$ cat config.mk
export PLATFORM = sky130hd
export DESIGN_NAME = fetch_queue
export DESIGN_NICKNAME = d
export VERILOG_FILES = /design/src/rtl/fetch_queue_pkg.sv /design/src/rtl/fetch_queue_fifo_sync.sv /design/src/rtl/fetch_queue.sv
export SDC_FILE = /design/constraint.sdc
export NUM_CORES = 1
export LEC_CHECK = 0
export ABC_AREA = 0
export BUFFER_PORTS_ARGS = -buffer_cell sky130_fd_sc_hd__buf_4
export CORE_MARGIN = 4
export CORE_UTILIZATION = 40
export CTS_CLUSTER_DIAMETER = 50
export DETAILED_ROUTE_END_ITERATION = 8
export PLACE_DENSITY = 0.71
export SLEW_MARGIN = 10
export SYNTH_ARGS = -nofsm -noshare
export SYNTH_HDL_FRONTEND = slang
export SYNTH_SLANG_ARGS = --single-unit
export TNS_END_PERCENT = 20
$ cat constraint.sdc
create_clock -name clk -period 4.5 [get_ports clk]
set_input_delay 0 -clock clk [delete_from_list [all_inputs] [get_ports clk]]
set_output_delay 0 -clock clk [all_outputs]
set_load 0.03 [all_outputs]
$ cat src/rtl/fetch_queue_pkg.sv
// Shared definitions for the instruction fetch queue: FSM state encoding
// and the bubble instruction presented to decode when nothing is valid.
package fetch_queue_pkg;

  typedef enum logic [1:0] {
    RESET_WAIT = 2'd0,
    RUN        = 2'd1,
    FLUSH      = 2'd2
  } state_t;

  localparam logic [31:0] NOP = 32'h0000_0000;

endpackage

$ cat src/rtl/fetch_queue_fifo_sync.sv
// Single-clock FIFO with a combinational head view; push and pop may coincide
// at any occupancy, including full, and flush empties it in one cycle.
module fifo_sync #(
  parameter int WIDTH = 64,
  parameter int DEPTH = 4
) (
  input  logic                     clk,
  input  logic                     reset,
  input  logic                     flush,
  input  logic                     push,
  input  logic                     pop,
  input  logic [WIDTH-1:0]         din,
  output logic [WIDTH-1:0]         dout,
  output logic                     empty,
  output logic [$clog2(DEPTH):0]   count
);

  localparam int AW = $clog2(DEPTH);

  logic [WIDTH-1:0] mem [DEPTH];
  logic [AW-1:0]    rd_ptr;
  logic [AW-1:0]    wr_ptr;
  logic             full;
  logic             do_push;
  logic             do_pop;

  assign empty   = (count == '0);
  assign full    = (count == (AW+1)'(DEPTH));
  assign do_pop  = pop && !empty;
  // When full, the slot freed by a same-cycle pop is the one being written.
  assign do_push = push && (!full || do_pop);
  assign dout    = mem[rd_ptr];

  always_ff @(posedge clk) begin
    if (do_push && !flush) begin
      mem[wr_ptr] <= din;
    end
  end

  always_ff @(posedge clk or negedge reset) begin
    if (!reset) begin
      rd_ptr <= '0;
      wr_ptr <= '0;
      count  <= '0;
    end else if (flush) begin
      rd_ptr <= '0;
      wr_ptr <= '0;
      count  <= '0;
    end else begin
      if (do_push) wr_ptr <= wr_ptr + AW'(1);
      if (do_pop)  rd_ptr <= rd_ptr + AW'(1);
      count <= count + (AW+1)'(do_push) - (AW+1)'(do_pop);
    end
  end

endmodule

$ cat src/rtl/fetch_queue.sv
// Credit-limited instruction fetch front end: issues in-order memory requests,
// queues responses for decode, and discards stale responses after a redirect.
module fetch_queue
  import fetch_queue_pkg::*;
#(
  parameter int          DEPTH    = 4,
  parameter logic [31:0] RESET_PC = 32'h0000_0000
) (
  input  logic        clk,
  input  logic        reset,
  input  logic        AnyStall,
  input  logic        Jump_ID,
  input  logic [25:0] JumpTgt_ID,
  input  logic        BranchTaken_EX,
  input  logic [31:0] RedirectPc_EX,
  output logic        ImemReq_IF,
  output logic [31:0] ImemAddr_IF,
  input  logic        ImemAck,
  input  logic        ImemValid,
  input  logic [31:0] ImemData,
  output logic [31:0] FetchData_IF,
  output logic        FetchValid_IF,
  output logic [31:0] FetchPc_IF
);

  localparam int CW = $clog2(DEPTH) + 1;

  state_t        state;
  logic [31:0]   pc;
  logic [31:0]   resp_pc;
  logic [CW-1:0] outstanding;
  logic [CW-1:0] drop;
  logic [CW-1:0] drop_left;
  logic [CW-1:0] count;
  logic [31:0]   target;
  logic [63:0]   head;
  logic          empty;
  logic          redirect;
  logic          rsp;
  logic          accept;
  logic          push;
  logic          pop;

  assign redirect  = (state != RESET_WAIT) && (BranchTaken_EX || Jump_ID);
  assign target    = BranchTaken_EX ? RedirectPc_EX : {pc[31:28], JumpTgt_ID, 2'b00};
  // A response with nothing in flight is a protocol error and is ignored.
  assign rsp       = ImemValid && (outstanding != '0);
  assign drop_left = drop - CW'(rsp);

  // Credits cover both queued entries and requests still in flight.
  assign ImemReq_IF  = (state == RUN) && !redirect &&
                       ((CW+1)'(count) + (CW+1)'(outstanding) < (CW+1)'(DEPTH));
  assign ImemAddr_IF = pc;
  assign accept      = ImemReq_IF && ImemAck;
  assign push        = rsp && (state == RUN) && !redirect;
  assign pop         = !empty && !AnyStall && !redirect;

  assign FetchValid_IF = !empty;
  assign FetchData_IF  = empty ? NOP : head[31:0];
  assign FetchPc_IF    = empty ? NOP : head[63:32];

  fifo_sync #(
    .WIDTH (64),
    .DEPTH (DEPTH)
  ) u_fifo (
    .clk   (clk),
    .reset (reset),
    .flush (redirect),
    .push  (push),
    .pop   (pop),
    .din   ({resp_pc, ImemData}),
    .dout  (head),
    .empty (empty),
    .count (count)
  );

  always_ff @(posedge clk or negedge reset) begin
    if (!reset) begin
      state       <= RESET_WAIT;
      pc          <= RESET_PC;
      resp_pc     <= RESET_PC;
      outstanding <= '0;
      drop        <= '0;
    end else begin
      outstanding <= outstanding + CW'(accept) - CW'(rsp);
      case (state)
        RESET_WAIT: state <= RUN;
        RUN: begin
          if (redirect) begin
            pc      <= target;
            resp_pc <= target;
            // A response arriving in the redirect cycle is discarded here.
            drop    <= outstanding - CW'(rsp);
            state   <= FLUSH;
          end else begin
            if (accept) pc      <= pc + 32'd4;
            if (push)   resp_pc <= resp_pc + 32'd4;
          end
        end
        FLUSH: begin
          if (redirect) begin
            pc      <= target;
            resp_pc <= target;
          end
          drop  <= drop_left;
          state <= (drop_left == '0) ? RUN : FLUSH;
        end
        default: state <= RESET_WAIT;
      endcase
    end
  end

endmodule
# == Word level (Yosys, flattened, before mapping) ==
# Memory sizes are Yosys's and may differ from the RTL's.
# Index checks and enable logic that the tools add are counted.
# totals
latch_bits,0
out_inout_bits,98
n_memories,1
mem_bits_ro,0
regBits,79
in_bits,97
ramBits,256
word_cells,79
# op_classes
mul,0
n_addsub,11
shifts,0
n_reduce_logical,29
muxes,22
n_bitwise,0
n_eq_ne,7
n_div,0
n_lt_le_gt_ge,1
# mem_list
memory,words,width,read_ports,rd_clocked_by_memory_dff,write_ports,line,text
u_fifo.mem,4,64,1,0,1,fetch_queue_fifo_sync.sv:20,logic [WIDTH-1:0] mem [DEPTH];
# ops
cell,count
two-way mux 32 bit,8
one-hot mux 32 bit (2 select lines),2
"adder 32 x 3 -> 32 bit, second input constant",2
logical AND 1 bit,12
two-way mux 2 bit,6
subtractor 3 x 1 -> 3 bit,4
nonzero test 2 bit,4
adder 3 x 1 -> 3 bit,2
logical NOT 3 bit,2
two-way mux 3 bit,2
one-hot mux 2 bit (3 select lines),1
one-hot mux 3 bit (2 select lines),1
AND reduction 3 bit,2
"adder 2 x 1 -> 2 bit, second input constant",2
adder 3 x 3 -> 4 bit,1
logical NOT 1 bit,4
"< comparator 4 x 3 -> 1 bit, second input constant",1
"inequality test 2 x 1 -> 1 bit, second input constant",2
"== test 3 bit, second input constant",1
"inequality test 3 x 1 -> 1 bit, second input constant",1
"inequality test 3 x 2 -> 1 bit, second input constant",1
nonzero test 3 bit,1
"== test 2 x 1 -> 1 bit, second input constant",1
"== test 2 bit, second input constant",1
4 further kinds,6

# == Depth between registers and ports, before layout ==
# Gate-level depths: netlist of run 1.
# depth
ltp_word,10
mapped_depth,13
ltp_nobuf,12

# == Hierarchy ==
# A second synthesis of run 1 with hierarchy kept.
# unflattened
hier_cells,1047
hier_area_um2,15029.4
# modules_own_cells
module,seq_area_each_um2,n_inst,area_per_inst_um2,cells_per_inst
fifo_sync,7862.5,1,9683.0,381
fetch_queue,1801.7,1,5346.4,666

# == Least setup slack after synthesis of run 1 ==
# Ideal clock, no wire load.
# synth_path
kind,flip-flop to flip-flop
from,register state[0]
to,memory u_fifo.mem[0][0] (enable)
n_path_buf,0
stages_incl_launch_ff,7
setup_time_ps,429
setup_slack_ps,833
t_arrival_ps,3239
required_time_ps,4071
synth_period_minus_slack_ps,3667
path_cell_list,dfrtp_1 -> inv_1 -> ha_1 -> o21bai_1 -> nand2_1 -> a311oi_2 -> and2_1
# synth_via
elab_chain_len,10
word_cells_on_any_way,13
classes_between,eq/ne: 1; mux: 2; reduce/logical: 10
# synth_lines
element,line,text
from (decl),fetch_queue.sv:28,state_t state;
from (signal assigned),fetch_queue.sv:106,state <= (drop_left == '0) ? RUN : FLUSH;
nonzero test 2 bit,fetch_queue.sv:44,assign redirect = (state != RESET_WAIT) && (BranchTaken_EX || Jump_ID);
logical AND 1 bit,fetch_queue.sv:44,
logical NOT 1 bit,"fetch_queue_fifo_sync.sv:35, fetch_queue.sv:55, fetch_queue.sv:56",
logical AND 1 bit,fetch_queue.sv:56,assign pop = !empty && !AnyStall && !redirect;
logical AND 1 bit,fetch_queue_fifo_sync.sv:29,assign do_pop = pop && !empty;
logical OR 1 bit,fetch_queue_fifo_sync.sv:31,assign do_push = push && (!full || do_pop);
logical AND 1 bit,fetch_queue_fifo_sync.sv:31,
logical AND 1 bit (*),fetch_queue_fifo_sync.sv:35,if (do_push && !flush) begin
two-way mux 1 bit (*),fetch_queue_fifo_sync.sv:35,
two-way mux 1 bit (not written as such) (*),fetch_queue_fifo_sync.sv:36,mem[wr_ptr] <= din;
to (decl),fetch_queue_fifo_sync.sv:20,
# Every way passes the cells marked *; elsewhere a longest branch is shown, timed or not.

# == Worst setup path after layout of run 1 ==
# layout_path
from,register state[0]
to,memory u_fifo.mem[1][7] (enable)
# The elaborated chain is that of the path after synthesis.

==> results of run 1 <==
## flip-flops by register name, summed over array words and instances, names as in the netlist
signal         flops
ImemAddr_IF       32
drop               3
outstanding        3
resp_pc           32
state              2
u_fifo.count       3
u_fifo.mem       256
u_fifo.rd_ptr      2
u_fifo.wr_ptr      2
## worst max-delay path, cell delays in order, from the launching register on
cell	delay (ps)
dfrtp_1	410
inv_1	160
ha_1	240
o21bai_1	320
nand2_1	360
a311oi_2	540
and2_2	620
buf_12	350
## worst min-delay path by stage
| stage | depth (start not counted) | slack [ps] | end |
|---|---|---|---|
| after CTS | 4 | 10 | resp_pc[7] |
| after floorplan | 0 | -300 | ImemAddr_IF[0] |
| after global routing | 4 | 20 | resp_pc[7] |
| after detailed placement | 1 | 200 | u_fifo.mem[0][23] |
| final | 3 | 40 | u_fifo.count[1] |
| after global placement | 1 | 200 | u_fifo.mem[2][3] |
## through the flow
stage / utilization / hold WS (ps) / setup WS (ps) / std cells
floorplan: - / -296 / 833 / 1041
global placement: 0.463 / 203 / 1240 / 1661
detailed placement: 0.463 / 204 / 1130 / 1661
CTS: 0.517 / 13.8 / 1130 / 1802
global route: 0.517 / 23.2 / 806 / 1802
finish: 0.517 / 35.4 / 1150 / 1802
## cell families after synthesis
group	synth area share
adders and majority gates	0.0193
xor gates and xnor gates	0.00467
AOI/OAI and AO/OA	0.0914
DFF	0.644
muxes	0.112
and+or+nand+nor	0.107
buffers and inverters	0.0224
## what timing repair did
item / 4_1_cts / 5_1_grt
hold buffers: 74 / 0
buffers inserted: 0 / 0
endpoints found under the hold margin: 252 / 0
endpoints found under the setup margin: 0 / 0
## power groups by stage
stage | registers, mW | logic [mW] | clock network, mW
6_report | 4.79 | 5.01 | 3.06
5_1_grt | 4.89 | 5.46 | 3.26
4_1_cts | 4.78 | 5.05 | 3.11
3_5_place_dp | 4.84 | 4.98 | 0
3_3_place_gp | 4.80 | 4.91 | 0
2_1_floorplan | 4.69 | 3.29 | 0
## placed cells by master, fill, tap and decap left out, types with 12 or more instances in the layout
master,synthesis,final
nor2b_1,12,12
and2_1,72,68
clkbuf_16,0,39
a31oi_1,24,24
dfrtp_1,79,77
nand2_1,55,55
edfxtp_1,256,256
a21oi_1,43,43
mux2i_1,17,17
ha_1,20,20
nand4_1,16,16
buf_4,0,206
nor2_1,46,45
a211oi_1,12,12
and3_1,17,17
o21ai_0,44,44
mux4_2,64,64
inv_1,27,27
nor3_1,17,17
dlygate4sd3_1,0,74
nand3_1,30,30
## routing by layer
layer,track usage,vias up,share of wire
met5,0,-,0
met4,0.0337,0,0.014
met2,0.273,494,0.46
met3,0.0345,57,0.083
met1,0.258,4948,0.44
li1,-,4615,-
## final cells by class
class / count / area [µm²] / share of cell area
sequential: 335 / 9670 / 0.509
clock buffer: 48 / 1010 / 0.0531
inverter: 27 / 101 / 0.00533
clock inverter: 19 / 233 / 0.0122
multi-input combinational: 621 / 5030 / 0.265
tap: 468 / 586 / 0.0308
timing repair buffer: 284 / 2370 / 0.125
==> results.toml, run 1 <==
[outcome]
status = "completed"

[global_routing]
grt_pass1_wl_mm = 57.8
grt_pass1_vias = 10200
grt_max_degree = 80
overflow = 0
antenna_found_initial = 0
grt_use_total = 0.174

[worst_setup_path]
critPathKind = "reg2reg"
worst_ep_arrival_time_ps = 3540
r2r-end = "u_fifo.mem[1][7]"
startpoint_type = "flip-flop"
end_kind = "flip-flop"
rrSetupSlack_ps = 1150
reg2reg_depth = 7
crit_path_end = "u_fifo.mem[1][7]"
crit_start = "state[0]"
rr_startpoint = "state[0]"
path_max_fanout = 45
required_ps = 4690

[clock_network]
htree_num_levels = 2
cts_inserted_buffers = 39
clock_path_buffers = 3
root_buffer = "clkbuf_16"
clk_pin_slew_ps = 50
post_cts_resized = 0
clock_sinks = 335
cts_tree = "built"
clkLatencyLatePin_ps = 520

[pwr]
power_switching_mw = 4.99
pwr-share-clk = 0.238
leakagePower_nw = 6.94
swShare = 0.388
internal_power_mw = 7.87
report.power.total_mw = 12.9
power_frac_comb = 0.390
vdd_ir_drop_max_v = 0.000366
p_per_area_nw_per_um2 = 677
p_seq_frac = 0.373

[drt]
wl_per_cell_um = 20.1
route.detailed.drc = 0
antenna_left = 0
drt-initial-drc-count = 706
wirelength_mm = 36.2
viasPerCell = 5.61
dr.pass1.iters = 5
dr_total_vias = 10100

[logic_synthesis]
syn_area_um2 = 15000
synth_area_leaders = "edfxtp_1, dfrtp_1, mux4_2"
synth_nets = 1160
synth_top_area_cell = "edfxtp_1"
ys_seq_area_frac = 0.644
yosysMostFrequentCell = "edfxtp_1"
ys_ff_latch = 335
postSynthAreaPerCell_um2 = 14.4
synth_flop_cell = "edfxtp_1"
syn_inst = 1041
ys_types = 63
synth_warnings = 0
synth_commonest_cells = "edfxtp_1, dfrtp_1, and2_1"
synth-edff-count = 256
yosysTopAreaCellShare = 0.512
async_flop_share = 0.236

[timing]
fmax_ghz = 0.299
max-slew-margin-rel = 0.294
drv_slew = 0
min_period_ps = 3350
tightest_slew_ps = 1060
hold_viol = 0
grt_setup_unrepaired = "false"
finClkSkew_ps = 21.8
setup_viol = 0
fin_crit_sh = 0.744
fin_setup_tns_ps = 0

[placed_design]
dp_hpwl_mm = 23.8
port_buffers = 194
post_dp_cell_area_um2 = 17000
place.gp.congestion = 0.866

[floorplanning]
die_area_um2 = 40700
core.rowCount = 70
coreArea_um2 = 36800
initial_core_util = 0.408
die_h_um = 202
io-pin-count = 195
die_w_um = 202

[layout]
layout.nets = 1427
area_growth_pct = 26.5
n_antenna_cell = 0
nFillCells = 3023
stdcell_area_um2 = 19000
drive_gt1_frac = 0.263

[hold_path]
hp-class = "in2reg"
min_from = "Jump_ID"

[job]
drv_cap = 0
(Power assumes the default switching activity.)
==> inputs of run 2 (changes only) <==
==> constraint.sdc (replaced) <==
create_clock -name clk -period 3.1 [get_ports clk]
set_input_delay 0 -clock clk [delete_from_list [all_inputs] [get_ports clk]]
set_output_delay 0 -clock clk [all_outputs]
set_load 0.03 [all_outputs]
==> run 2 against run 1 <==
Wire length decreased by 0.75%. Largest power group unchanged. Fmax rose by 22%. Count of clock-buffer cells in the layout fell by 2. Hold slack got worse by 29 ps. Combinational power is 50% higher. Register-to-register slack worse by 800 ps. Sequential power grew 43%. Sequential share of layout area shrank 0.074 points. Cell area is 0.14% higher. Clock skew increased by 2.7 ps. Flip-flop and latch count unchanged. Critical path depth is 4 higher.
==> results.toml, run 2 (synthesis results as in run 1) <==
[clock_network]
htree_num_levels = 2
clkLatencyLatePin_ps = 510
cts_setup_buffers = 0
cts_hold_buf = 70
post_cts_resized = 0
cts_tree = "built"
cts_inserted_buffers = 37
clock_sinks = 335
clock_path_buffers = 3
clk_pin_slew_ps = 60
root_buffer = "clkbuf_16"

[timing]
grt_setup_unrepaired = "false"
min_period_ps = 2750
drv_slew = 0
tightest_slew_ps = 1050
fmax_ghz = 0.363
fin_crit_sh = 0.887
max-slew-margin-rel = 0.301
setup_viol = 0
finClkSkew_ps = 24.5
setup_ws_ps = 349
hold_viol = 0
whs_ps = 6.77

[drt]
dr.pass1.iters = 5
wirelength_mm = 35.9
wl_per_cell_um = 19.9
antenna_left = 0
drt-initial-drc-count = 654
dr_total_vias = 10100
viasPerCell = 5.59
route.detailed.drc = 0

[global_routing]
antenna_found_initial = 0
grt_pass1_vias = 10100
overflow = 0
grt_pass1_wl_mm = 57.0
grt_use_total = 0.173
grt_max_degree = 80

[worst_setup_path]
startpoint_type = "flip-flop"
critPathBufInv = 2
end_kind = "flip-flop"
crit_top_cell = "ha_1"
worst_ep_arrival_time_ps = 3130
cp_cell_sequence = "inv_1, ha_1, o21bai_1, and2_1, nand2_1, ha_1, inv_1, ha_1, fa_1, xor2_1, xnor2_1"
max_stage_delay_ps = 410
path_max_fanout = 9
critPathKind = "reg2reg"
crit_family = "adder cells"
crit_slowest_cell = "dfrtp_1"
required_ps = 3480

[floorplanning]
initial_core_util = 0.408
core.rowCount = 70
die_area_um2 = 40700
io-pin-count = 195
coreArea_um2 = 36800
die_w_um = 202
die_h_um = 202

[pwr]
vdd_ir_drop_max_v = 0.000470
leakagePower_nw = 6.98
report.power.total_mw = 18.5
p_per_area_nw_per_um2 = 975

[layout]
postLayoutCoreUtil = 0.517
drive_gt1_frac = 0.270
largest-register = "u_fifo.mem"
stdcell_area_um2 = 19000
layout_common_cells = "edfxtp_1, buf_4, dfrtp_1, dlygate4sd3_1, and2_1"
final_common_cell = "edfxtp_1"
layout.nets = 1430
area_growth_pct = 26.7
n_antenna_cell = 0
largest_reg_flops = 256

[hold_path]
hp-class = "in2reg"

[placed_design]
dp_hpwl_mm = 23.2
place_ws_ps = 335
port_buffers = 194
place.gp.congestion = 0.874
post_dp_cell_area_um2 = 17100

[job]
drv_cap = 0

[outcome]
status = "completed"
[run 2: changes by cell type in the layout (fill, tap and decap cells not counted), moves of 2 or more]
cell           delta
buf_4             +4
buf_12            +5
bufinv_16         -2
clkinv_1          +2
clkinv_2          +8
clkbuf_8          +2
clkbuf_1          -4
dlygate4sd3_1     -4
clkinvlp_4        -2
inv_6             -3
[run 2: final timing paths]
check                                  startpoint               end  slack (ps)  depth (start not counted)
worst max register to register           state[0]    outstanding[2]         350                         11
worst min-delay path            RedirectPc_EX[11]       resp_pc[11]           7                          5
worst min register to register    ImemAddr_IF[31]   ImemAddr_IF[31]         530                          1
min in group asynchronous                   reset   ImemAddr_IF[27]         230                          2
worst max-delay path                     state[0]    outstanding[2]         350                         11
max in group asynchronous                   reset  u_fifo.rd_ptr[0]        2100                          2
[run 2: where the power goes]
group	total [mW]	internal [mW]	leakage (nW)	switching, mW
sequential	6.85	5.75	3.24	1.10
clock	4.17	2.48	0.587	1.69
combinational	7.52	3.12	3.16	4.40
total	18.5	11.4	6.98	7.19
[run 2: layout make-up]
class / instances / area (µm²)
fill: 3027 / 17800
clock buffer: 46 / 1000
timing repair buffer: 289 / 2460
clock inverter: 21 / 175
inverter: 27 / 101
tap: 468 / 586
sequential: 335 / 9670
multi-input combinational: 621 / 5030
[run 2: per-stage QoR]
step / cells / TNS (ps)
after floorplan: 1041 / -108870
after global placement: 1670 / 0
after detailed placement: 1670 / 0
after CTS: 1807 / 0
after global routing: 1807 / 0
final: 1807 / 0
[run 2: worst min-delay path, delay by kind of cell]
| kind | cells | cell delay [ps] |
|---|---|---|
| AOI/OAI and AO/OA | 2 | 210 |
| buffers and inverters | 1 | 80 |
| muxes | 1 | 70 |
| and+or+nand+nor | 1 | 110 |
[run 2: per-layer routing]
layer | up-vias | global-route usage | part of all wire
met1 | 4989 | 0.254 | 0.45
li1 | 4619 | - | -
met3 | 44 | 0.0321 | 0.073
met4 | 0 | 0.0286 | 0.012
met2 | 458 | 0.275 | 0.46
met5 | - | 0 | 0
